`config.mk`:
```
export PLATFORM = sky130hd
export DESIGN_NAME = prime_sieve_engine
export DESIGN_NICKNAME = d
export VERILOG_FILES = /design/src/rtl/prime_sieve_pkg.sv /design/src/rtl/sieve_bitmap_ram.sv /design/src/rtl/prime_sieve_engine.sv
export SDC_FILE = /design/constraint.sdc
export NUM_CORES = 2
export LEC_CHECK = 0
export ABC_AREA = 0
export CAP_MARGIN = 10
export CORE_ASPECT_RATIO = 0.8
export CORE_MARGIN = 2
export CORE_UTILIZATION = 25
export DETAILED_ROUTE_END_ITERATION = 8
export GPL_ROUTABILITY_DRIVEN = 0
export HOLD_SLACK_MARGIN = 0.06
export PLACE_DENSITY = 0.47
export RECOVER_POWER = 25
export REMOVE_ABC_BUFFERS = 1
export SLEW_MARGIN = 20
export SYNTH_ARGS = -nofsm -noshare
export SYNTH_HDL_FRONTEND = slang
export SYNTH_SLANG_ARGS = --single-unit
```
`constraint.sdc`:
```
create_clock -name clk -period 36.3 [get_ports clk]
set_clock_uncertainty 0.1 [all_clocks]
set_input_delay 3.63 -clock clk [delete_from_list [all_inputs] [get_ports clk]]
set_output_delay 3.63 -clock clk [all_outputs]
set_load 0.02 [all_outputs]
```
`src/rtl/prime_sieve_pkg.sv`:
```
// Shared types and sizing helpers for the prime sieve engine.
package prime_sieve_pkg;

  typedef enum logic [2:0] {
    StIdle,
    StInit,
    StOuter,
    StOchk,
    StCross,
    StTally,
    StDone
  } sieve_state_e;

  // Headroom over 2*ADDR_W so that i*i and j+i can never wrap.
  localparam int unsigned ProdGuardBits = 2;

  function automatic int unsigned prod_width(input int unsigned addr_w);
    return 2 * addr_w + ProdGuardBits;
  endfunction

endpackage

```
`src/rtl/sieve_bitmap_ram.sv`:
```
// One-bit-wide simple dual-port bitmap: synchronous write, registered read, no reset.
module sieve_bitmap_ram #(
  parameter int unsigned Depth = 1024,
  parameter int unsigned AddrW = $clog2(Depth)
) (
  input  logic             clk_i,
  input  logic             we_i,
  input  logic [AddrW-1:0] waddr_i,
  input  logic             wdata_i,
  input  logic [AddrW-1:0] raddr_i,
  output logic             rdata_o
);

  logic mem_q [Depth];
  logic rdata_q;

  always_ff @(posedge clk_i) begin
    if (we_i) begin
      mem_q[waddr_i] <= wdata_i;
    end
    rdata_q <= mem_q[raddr_i];
  end

  assign rdata_o = rdata_q;

endmodule

```
`src/rtl/prime_sieve_engine.sv`:
```
// Sieve of Eratosthenes over a runtime limit; counts primes below N and streams them
// in ascending order over a valid/ready port.
module prime_sieve_engine
  import prime_sieve_pkg::*;
#(
  parameter int unsigned MAX_N  = 1024,
  parameter int unsigned ADDR_W = $clog2(MAX_N),
  parameter int unsigned CNT_W  = 32
) (
  input  logic             clk,
  input  logic             reset,
  input  logic [31:0]      volume,
  input  logic             start,
  output logic             busy,
  output logic             finished,
  output logic             range_err,
  output logic [CNT_W-1:0] count,
  output logic             prime_valid,
  input  logic             prime_ready,
  output logic [CNT_W-1:0] prime_data
);

  localparam int unsigned NeffW = ADDR_W + 1;
  localparam int unsigned ProdW = prod_width(ADDR_W);
  localparam logic [NeffW-1:0] MaxN = NeffW'(MAX_N);

  sieve_state_e     state_q, state_d;
  logic [NeffW-1:0] neff_q, neff_d;
  logic             range_err_q, range_err_d;
  logic [CNT_W-1:0] count_q, count_d;
  logic             pv_q, pv_d;
  logic [CNT_W-1:0] pdata_q, pdata_d;
  logic [NeffW-1:0] i_q, i_d;
  logic [ProdW-1:0] j_q, j_d;
  logic [NeffW-1:0] k_q, k_d;
  logic             rd_pend_q, rd_pend_d;
  logic [NeffW-1:0] rd_k_q, rd_k_d;

  logic              ram_we;
  logic [ADDR_W-1:0] ram_waddr;
  logic              ram_wdata;
  logic [ADDR_W-1:0] ram_raddr;
  logic              ram_rdata;

  logic [ProdW-1:0] i_wide, i_sq, j_next, neff_wide;
  logic             out_free, consume;

  assign i_wide    = ProdW'(i_q);
  assign i_sq      = i_wide * i_wide;
  assign j_next    = j_q + i_wide;
  assign neff_wide = ProdW'(neff_q);

  sieve_bitmap_ram #(
    .Depth(MAX_N),
    .AddrW(ADDR_W)
  ) u_bitmap (
    .clk_i  (clk),
    .we_i   (ram_we),
    .waddr_i(ram_waddr),
    .wdata_i(ram_wdata),
    .raddr_i(ram_raddr),
    .rdata_o(ram_rdata)
  );

  always_comb begin
    state_d     = state_q;
    neff_d      = neff_q;
    range_err_d = range_err_q;
    count_d     = count_q;
    pv_d        = pv_q;
    pdata_d     = pdata_q;
    i_d         = i_q;
    j_d         = j_q;
    k_d         = k_q;
    rd_pend_d   = rd_pend_q;
    rd_k_d      = rd_k_q;
    ram_we      = 1'b0;
    ram_waddr   = k_q[ADDR_W-1:0];
    ram_wdata   = 1'b0;
    ram_raddr   = i_q[ADDR_W-1:0];
    out_free    = 1'b0;
    consume     = 1'b0;

    unique case (state_q)
      StIdle, StDone: begin
        if (start) begin
          range_err_d = (volume > 32'(MAX_N));
          neff_d      = range_err_d ? MaxN : volume[NeffW-1:0];
          count_d     = '0;
          k_d         = '0;
          state_d     = StInit;
        end
      end
      StInit: begin
        ram_we    = (k_q < neff_q);
        ram_wdata = (k_q >= NeffW'(2));
        k_d       = k_q + NeffW'(1);
        if (k_q + NeffW'(1) >= neff_q) begin
          if (neff_q <= NeffW'(2)) begin
            k_d     = '0;
            state_d = StTally;
          end else begin
            i_d     = NeffW'(2);
            state_d = StOuter;
          end
        end
      end
      StOuter: begin
        if (i_sq >= neff_wide) begin
          k_d     = '0;
          state_d = StTally;
        end else begin
          state_d = StOchk;
        end
      end
      StOchk: begin
        if (ram_rdata) begin
          j_d     = i_sq;
          state_d = StCross;
        end else begin
          i_d     = i_q + NeffW'(1);
          state_d = StOuter;
        end
      end
      StCross: begin
        ram_we    = 1'b1;
        ram_waddr = j_q[ADDR_W-1:0];
        j_d       = j_next;
        if (j_next >= neff_wide) begin
          i_d     = i_q + NeffW'(1);
          state_d = StOuter;
        end
      end
      StTally: begin
        out_free = !pv_q || prime_ready;
        if (pv_q && prime_ready) begin
          pv_d = 1'b0;
        end
        // A pending zero flag never needs the output register; a pending prime waits for it.
        consume = rd_pend_q && (!ram_rdata || out_free);
        if (consume && ram_rdata) begin
          pv_d    = 1'b1;
          pdata_d = CNT_W'(rd_k_q);
          if (count_q != '1) begin
            count_d = count_q + 1'b1;
          end
        end
        if (k_q < neff_q && (!rd_pend_q || consume)) begin
          ram_raddr = k_q[ADDR_W-1:0];
          rd_k_d    = k_q;
          rd_pend_d = 1'b1;
          k_d       = k_q + NeffW'(1);
        end else if (rd_pend_q && !consume) begin
          // Stalled: re-read the same address so the RAM output holds its value.
          ram_raddr = rd_k_q[ADDR_W-1:0];
        end else begin
          rd_pend_d = 1'b0;
        end
        if (k_q >= neff_q && (!rd_pend_q || !ram_rdata) && out_free) begin
          state_d = StDone;
        end
      end
      default: state_d = StIdle;
    endcase
  end

  always_ff @(posedge clk or posedge reset) begin
    if (reset) begin
      state_q     <= StIdle;
      neff_q      <= '0;
      range_err_q <= 1'b0;
      count_q     <= '0;
      pv_q        <= 1'b0;
      pdata_q     <= '0;
      i_q         <= '0;
      j_q         <= '0;
      k_q         <= '0;
      rd_pend_q   <= 1'b0;
      rd_k_q      <= '0;
    end else begin
      state_q     <= state_d;
      neff_q      <= neff_d;
      range_err_q <= range_err_d;
      count_q     <= count_d;
      pv_q        <= pv_d;
      pdata_q     <= pdata_d;
      i_q         <= i_d;
      j_q         <= j_d;
      k_q         <= k_d;
      rd_pend_q   <= rd_pend_d;
      rd_k_q      <= rd_k_d;
    end
  end

  assign busy        = (state_q != StIdle) && (state_q != StDone);
  assign finished    = (state_q == StDone);
  assign range_err   = range_err_q;
  assign count       = count_q;
  assign prime_valid = pv_q;
  assign prime_data  = pdata_q;

endmodule
```
# Yosys cells after proc, flatten, opt, wreduce, memory -nomap -nowiden

Memories as Yosys holds them, arrays and structs flattened. A register that Yosys moved wholly into a read port is not among the register bits.
Index checks and enable logic that the tools add are counted.

Memories: 1
RAM bits: 1024
Input bits: 36
Output and inout bits: 68
Register bits after elaboration: 115

Memory list:

| name           | depth | bits a word | rd ports | clocked after Yosys merged registers in | wr ports | RTL line               | source |
|---|---|---|---|---|---|---|---|
| u_bitmap.mem_q | 1024  | 1           | 1        | 1                                       | 1        | sieve_bitmap_ram.sv:14 | `logic mem_q [Depth];` |

Equal/unequal tests: 20
Reductions and logical operators: 34
Multiply operators: 1
Multiplexer cells: 38
Order comparisons: 8
Add/sub/neg operators: 4

Operator list:

| kind                                                               | number |
|---|---|
| two-way mux 11 bit                                                 | 10 |
| two-way mux 32 bit                                                 | 3 |
| case mux 32 bit (2 select lines)                                   | 1 |
| greater-or-equal comparator 22 x 11 -> 1 bit                       | 2 |
| case mux 11 bit (4 select lines)                                   | 1 |
| case mux 22 bit (2 select lines)                                   | 1 |
| two-way mux 10 bit                                                 | 4 |
| case mux 11 bit (3 select lines)                                   | 1 |
| adder 32 x 1 -> 32 bit, second input constant                      | 1 |
| > comparator 32 x 11 -> 1 bit, second input constant               | 1 |
| != test 32 bit, second input constant                              | 1 |
| adder 11 x 1 -> 11 bit, second input constant                      | 2 |
| adder 22 x 11 -> 22 bit                                            | 1 |
| greater-or-equal comparator 11 bit                                 | 2 |
| multiplier 11 x 11 -> 22 bit                                       | 1 |
| two-way mux 22 bit                                                 | 1 |
| != test 2 bit, second input constant                               | 11 |
| two-way mux 3 bit                                                  | 7 |
| case mux 3 bit (6 select lines)                                    | 1 |
| AND reduction 2 bit                                                | 6 |
| AND reduction 4 bit                                                | 3 |
| greater-or-equal comparator 11 x 2 -> 1 bit, second input constant | 1 |
| less-or-equal comparator 11 x 2 -> 1 bit, second input constant    | 1 |
| < comparator 11 bit                                                | 1 |
| 16 further kinds                                                   | 41 |

# Longest topological paths before layout

Word-level depth: 9
Depth in mapped cells: 28
Depth with buffers taken out: 25

# Hierarchy

A second synthesis with hierarchy kept.

Cells, all modules: 4425
Area total of the unflattened synthesis: 56168.9 um2

Modules (own cells, without submodules):

| module             | area an instance (um2) | cells an instance | times used |
|---|---|---|---|
| sieve_bitmap_ram   | 44656.6                | 3112              | 1 |
| prime_sieve_engine | 11512.3                | 1313              | 1 |

# Worst setup path before layout

No wires, ideal clock.

Kind: register to register
Start point: reg k_q[6]
End point: mem u_bitmap.mem_q[0] (data pin)
Slack: -0.583 ns
Path buffers: 1
Data required time: 30.015 ns
Data arrival time: 30.597 ns
Library setup time: 6.185 ns
Stages on the path, launching flop included: 4
Cell sequence: dfrtp_1 clkbuf_1 nor4_1 a41oi_1

Word-level cells in the longest chain between the ends: 2

RTL lines:

| item                                        | RTL line                  | source |
|---|---|---|
| start: declaration                          | prime_sieve_engine.sv:35  | `logic [NeffW-1:0] k_q, k_d;` |
| start signal: assignment                    | prime_sieve_engine.sv:189 | `k_q <= k_d;` |
| greater-or-equal comparator 11 x 2 -> 1 bit | prime_sieve_engine.sv:96  | `ram_wdata = (k_q >= NeffW'(2));` |
| two-way mux 1 bit                           | prime_sieve_engine.sv:84  | `unique case (state_q)` |
| net ram_wdata                               | prime_sieve_engine.sv:41  | `logic ram_wdata;` |
| end: declaration                            | sieve_bitmap_ram.sv:14    |  |

The timed path passes the listed nets, and every way through them passes these cells.

# Worst setup path in the final report

Start point: reg state_q[0]
End point: mem u_bitmap.mem_q[123] (data pin)

Word-level cells in the longest chain between the ends: 2

RTL lines:

| item                     | RTL line                  | source |
|---|---|---|
| start: declaration       | prime_sieve_engine.sv:27  | `sieve_state_e state_q, state_d;` |
| start signal: assignment | prime_sieve_engine.sv:169 | `state_q <= StIdle;` |
| start signal: assignment | prime_sieve_engine.sv:181 | `state_q <= state_d;` |
| == test 3 x 1 -> 1 bit   | prime_sieve_engine.sv:84  |  |
| two-way mux 1 bit        | prime_sieve_engine.sv:84  |  |
| net ram_wdata            | prime_sieve_engine.sv:41  |  |

The timed path passes the listed nets, and every way through them passes these cells.

==> metrics.md <==
| Metric | Value |
|---|---|
| Critical path's slowest cell | `clkbuf_1` |
| First-pass GRT wire length | `282 mm` |
| CTS tree | `yes` |
| Layout area overhead | `14.5%` |
| Slew margin rel. | `-282%` |
| Antenna violations before repair | `2` |
| Remaining Overflow, GRT | `0` |
| Post-Synthesis Cells | `around 5300` |
| Post-CTS Resized | `0` |
| Register area share after synthesis | `roughly three fifths` |
| PwrDens | `approximately 43 nW/um^2` |
| Status | `complete, but fails checks` |
| Crit Path Class | `flip-flop to flip-flop` |
| Drt wl/cell | `23.3 um` |
| Final period utilization | `a little under two fifths` |
| Total Wirelength | `a little under 200 mm` |
| Peak supply drop | `45.4 uV` |
| Mean Syn Cell Area | `about 11 um^2` |
| Num CTS Buffers | `about 130` |
| Worst path arrival time | `between 10 and 15 ns` |
| Initial Util | `roughly 25%` |
| I/O pins | `between 100 and 150` |
| Die H | `about 430 um` |
| Commonest non-fill, non-tap cell in the layout | `nor2_1` |
| Failing checks | `max-capacitance violations, max-slew violations` |
| Mapped Area | `~56000 um^2` |
| Most frequent CP cell | `clkbuf_1` |
| Clock latency on the worst-skew pair | `0.79 ns` |
| CP max FO | `150` |
| Final Cell Area | `roughly 65000 um^2` |
| Max Slew Vio Count | `roughly 640` |
| YS warnings | `0` |
| Final setup fails | `0` |
| Number of clock sinks | `1140` |
| Post-synthesis register bit count | `approximately 1100` |
| EDFF count, synth | `between 1000 and 1500` |
| HP Class | `flip-flop to flip-flop` |
| Pre-Repair DR Iteration Count | `5` |
| Vias in the first global route | `39600` |
| Tot Pwr | `between 0.002 and 0.003 W` |
| DRC viols | `0` |
| Core ar. | `~220000 um^2` |
| Largest net degree at the start of global routing | `273` |
| Iter 0 DRT Violations | `~4500` |
| Longest Clk Path Bufs | `3` |
| Max-cap check violation count | `7` |
| Final min period | `13.46 ns` |
| DP Area | `60300 um^2` |
| Port Buf Inserts | `a little over 80` |
| Critical Path, Cell by Cell | `inv_1 -> or3_1 -> a41oi_4 -> clkbuf_1 -> clkbuf_1 -> clkbuf_1` |
| Std-Cell Rows | `between 150 and 200` |
| Post-detail-place hpwl | `~110 mm` |
| Die footprint | `229000 um^2` |
| Peak Freq | `~74 MHz` |
| H-Tree Depth | `4` |
| Final core utilization | `between 20% and 30%` |
| CP Launch Type | `flip-flop` |
| Hold_buf cts | `0` |
| DIE WIDTH | `between 500 and 600 um` |
| Share of flip-flops with an asynchronous set or reset | `between 10% and 20%` |
| GRT Overall Usage | `~17%` |
| Setup bufs post-CTS | `0` |
| Final-stage net count | `between 5000 and 6000` |
| Ys flop type | `edfxtp_1` |
| Avg Vias per Cell | `4.98` |
| Endpoint class of the critical path | `flip-flop` |
| WP data required | `~36 ns` |
| RSZ-0062 raised after global routing | `false` |
| Clock-pin slew on the worst setup and hold paths | `0.06 ns` |
| Share of layout cells above drive strength 1 | `7.39%` |
| Final Hold Vio Count | `0` |
| DRT antenna net count | `0` |
| Commonest cells after routing, fill and taps aside | `1170 x nor2_1, 1024 x edfxtp_1, 906 x nand2_1, 235 x nand3_1, 165 x mux2i_1` |
| Synth cell types | `between 90 and 100` |
| P_leak | `20.1 nW` |
| Worst Max-Slew Pin Slew | `~5.7 ns` |
| FILL cells | `about 23000` |
| Crit-path max cell delay | `4.21 ns` |
| CTS root buf | `clkbuf_16` |
| Via count | `about 41000` |
registers in the layout, indices dropped and copies added (netlist names):
register          flops
prime_valid           1
prime_data           11
count                32
range_err             1
u_bitmap.mem_q     1024
j_q                  22
k_q                  11
state_q               3
i_q                  11
rd_pend_q             1
u_bitmap.rdata_o      1
neff_q               11
rd_k_q               11
final timing paths:
check                      startpoint             endpoint  slack [ns]  cells after the start
hold / removal             rd_k_q[10]           rd_k_q[10]        0.39                      2
setup / recovery           state_q[0]  u_bitmap.mem_q[123]       22.84                      6
max in group asynchronous       reset            count[20]       31.54                      3
min in group asynchronous       reset            rd_pend_q        3.31                      2
hold reg to reg            rd_k_q[10]           rd_k_q[10]        0.39                      2
setup reg to reg           state_q[0]  u_bitmap.mem_q[123]       22.84                      6
cell families after synthesis:
logic type,count (synthesis),synth area share (%)
fa+ha+maj,177,4.80
compound gates,554,7.19
flops,1140,59.7
mux,191,3.52
xor+xnor,72,1.12
other cells,1,0.00666
simple gates,2630,19.3
buf+inv,560,4.38
worst max-delay path, delay by kind of cell (launching register included):
family / cells / cell delay (ns)
and+or+nand+nor: 1 / 0.59
DFF: 1 / 0.55
AOI/OAI and AO/OA: 1 / 0.26
buffers and inverters: 4 / 10.66
Yosys cell counts (50+ instances only):
cell type / instances / share of area (%)
fa_1: 65 / 2.3
nand3_1: 267 / 2.4
buf_4: 50 / 0.67
ha_1: 112 / 2.5
nand4_1: 66 / 0.73
mux2i_1: 165 / 2.9
a31oi_1: 73 / 0.81
dfrtp_1: 115 / 5.1
nor2_1: 1178 / 7.8
inv_1: 129 / 0.86
buf_2: 74 / 0.66
a32oi_1: 116 / 1.8
edfxtp_1: 1024 / 55
a21oi_1: 73 / 0.65
clkbuf_1: 241 / 1.6
nand2_1: 930 / 6.2
buf_1: 54 / 0.36
o21ai_0: 58 / 0.52
final cells by class:
type | count | area (um^2) | area share [%]
sequential | 1140 | 33600 | 52.1
multi-input combinational | 3645 | 20900 | 32.4
tap | 2983 | 3730 | 5.78
clock buffer | 174 | 3610 | 5.59
timing repair buffer | 177 | 1570 | 2.43
clock inverter | 63 | 602 | 0.933
inverter | 131 | 494 | 0.766
antenna | 3 | 7.51 | 0.0116
per-layer routing:
metal	wire length, um	track usage (%)	vias up	share of wire (%)
met4	4530	4.39	0	2.3
met2	87200	25.5	1332	45
met3	11900	2.24	247	6.1
met1	90100	24.2	21400	47
li1	-	-	18400	-
met5	0	0	-	0
stage by stage:
step	worst slack, ns	setup TNS, ns	cells	hold WS [ns]
floorplan	-0.457	-467.63	4916	0.340
global placement	26.10	0	8075	0.379
detailed placement	26.01	0	8075	0.382
finish	22.84	0	8316	0.391
CTS	26.84	0	8312	0.399
global route	21.87	0	8313	0.430
where the power goes:
part / switching [W] / leakage (nW) / internal (W)
clock: 0.000577 / 2.04 / 0.000749
combinational: 0.00000684 / 9.46 / 0.00000397
sequential: 0.0000000481 / 8.57 / 0.00141
total: 0.000584 / 20.1 / 0.00216
No activity file was read; power rests on OpenSTA's default activity.
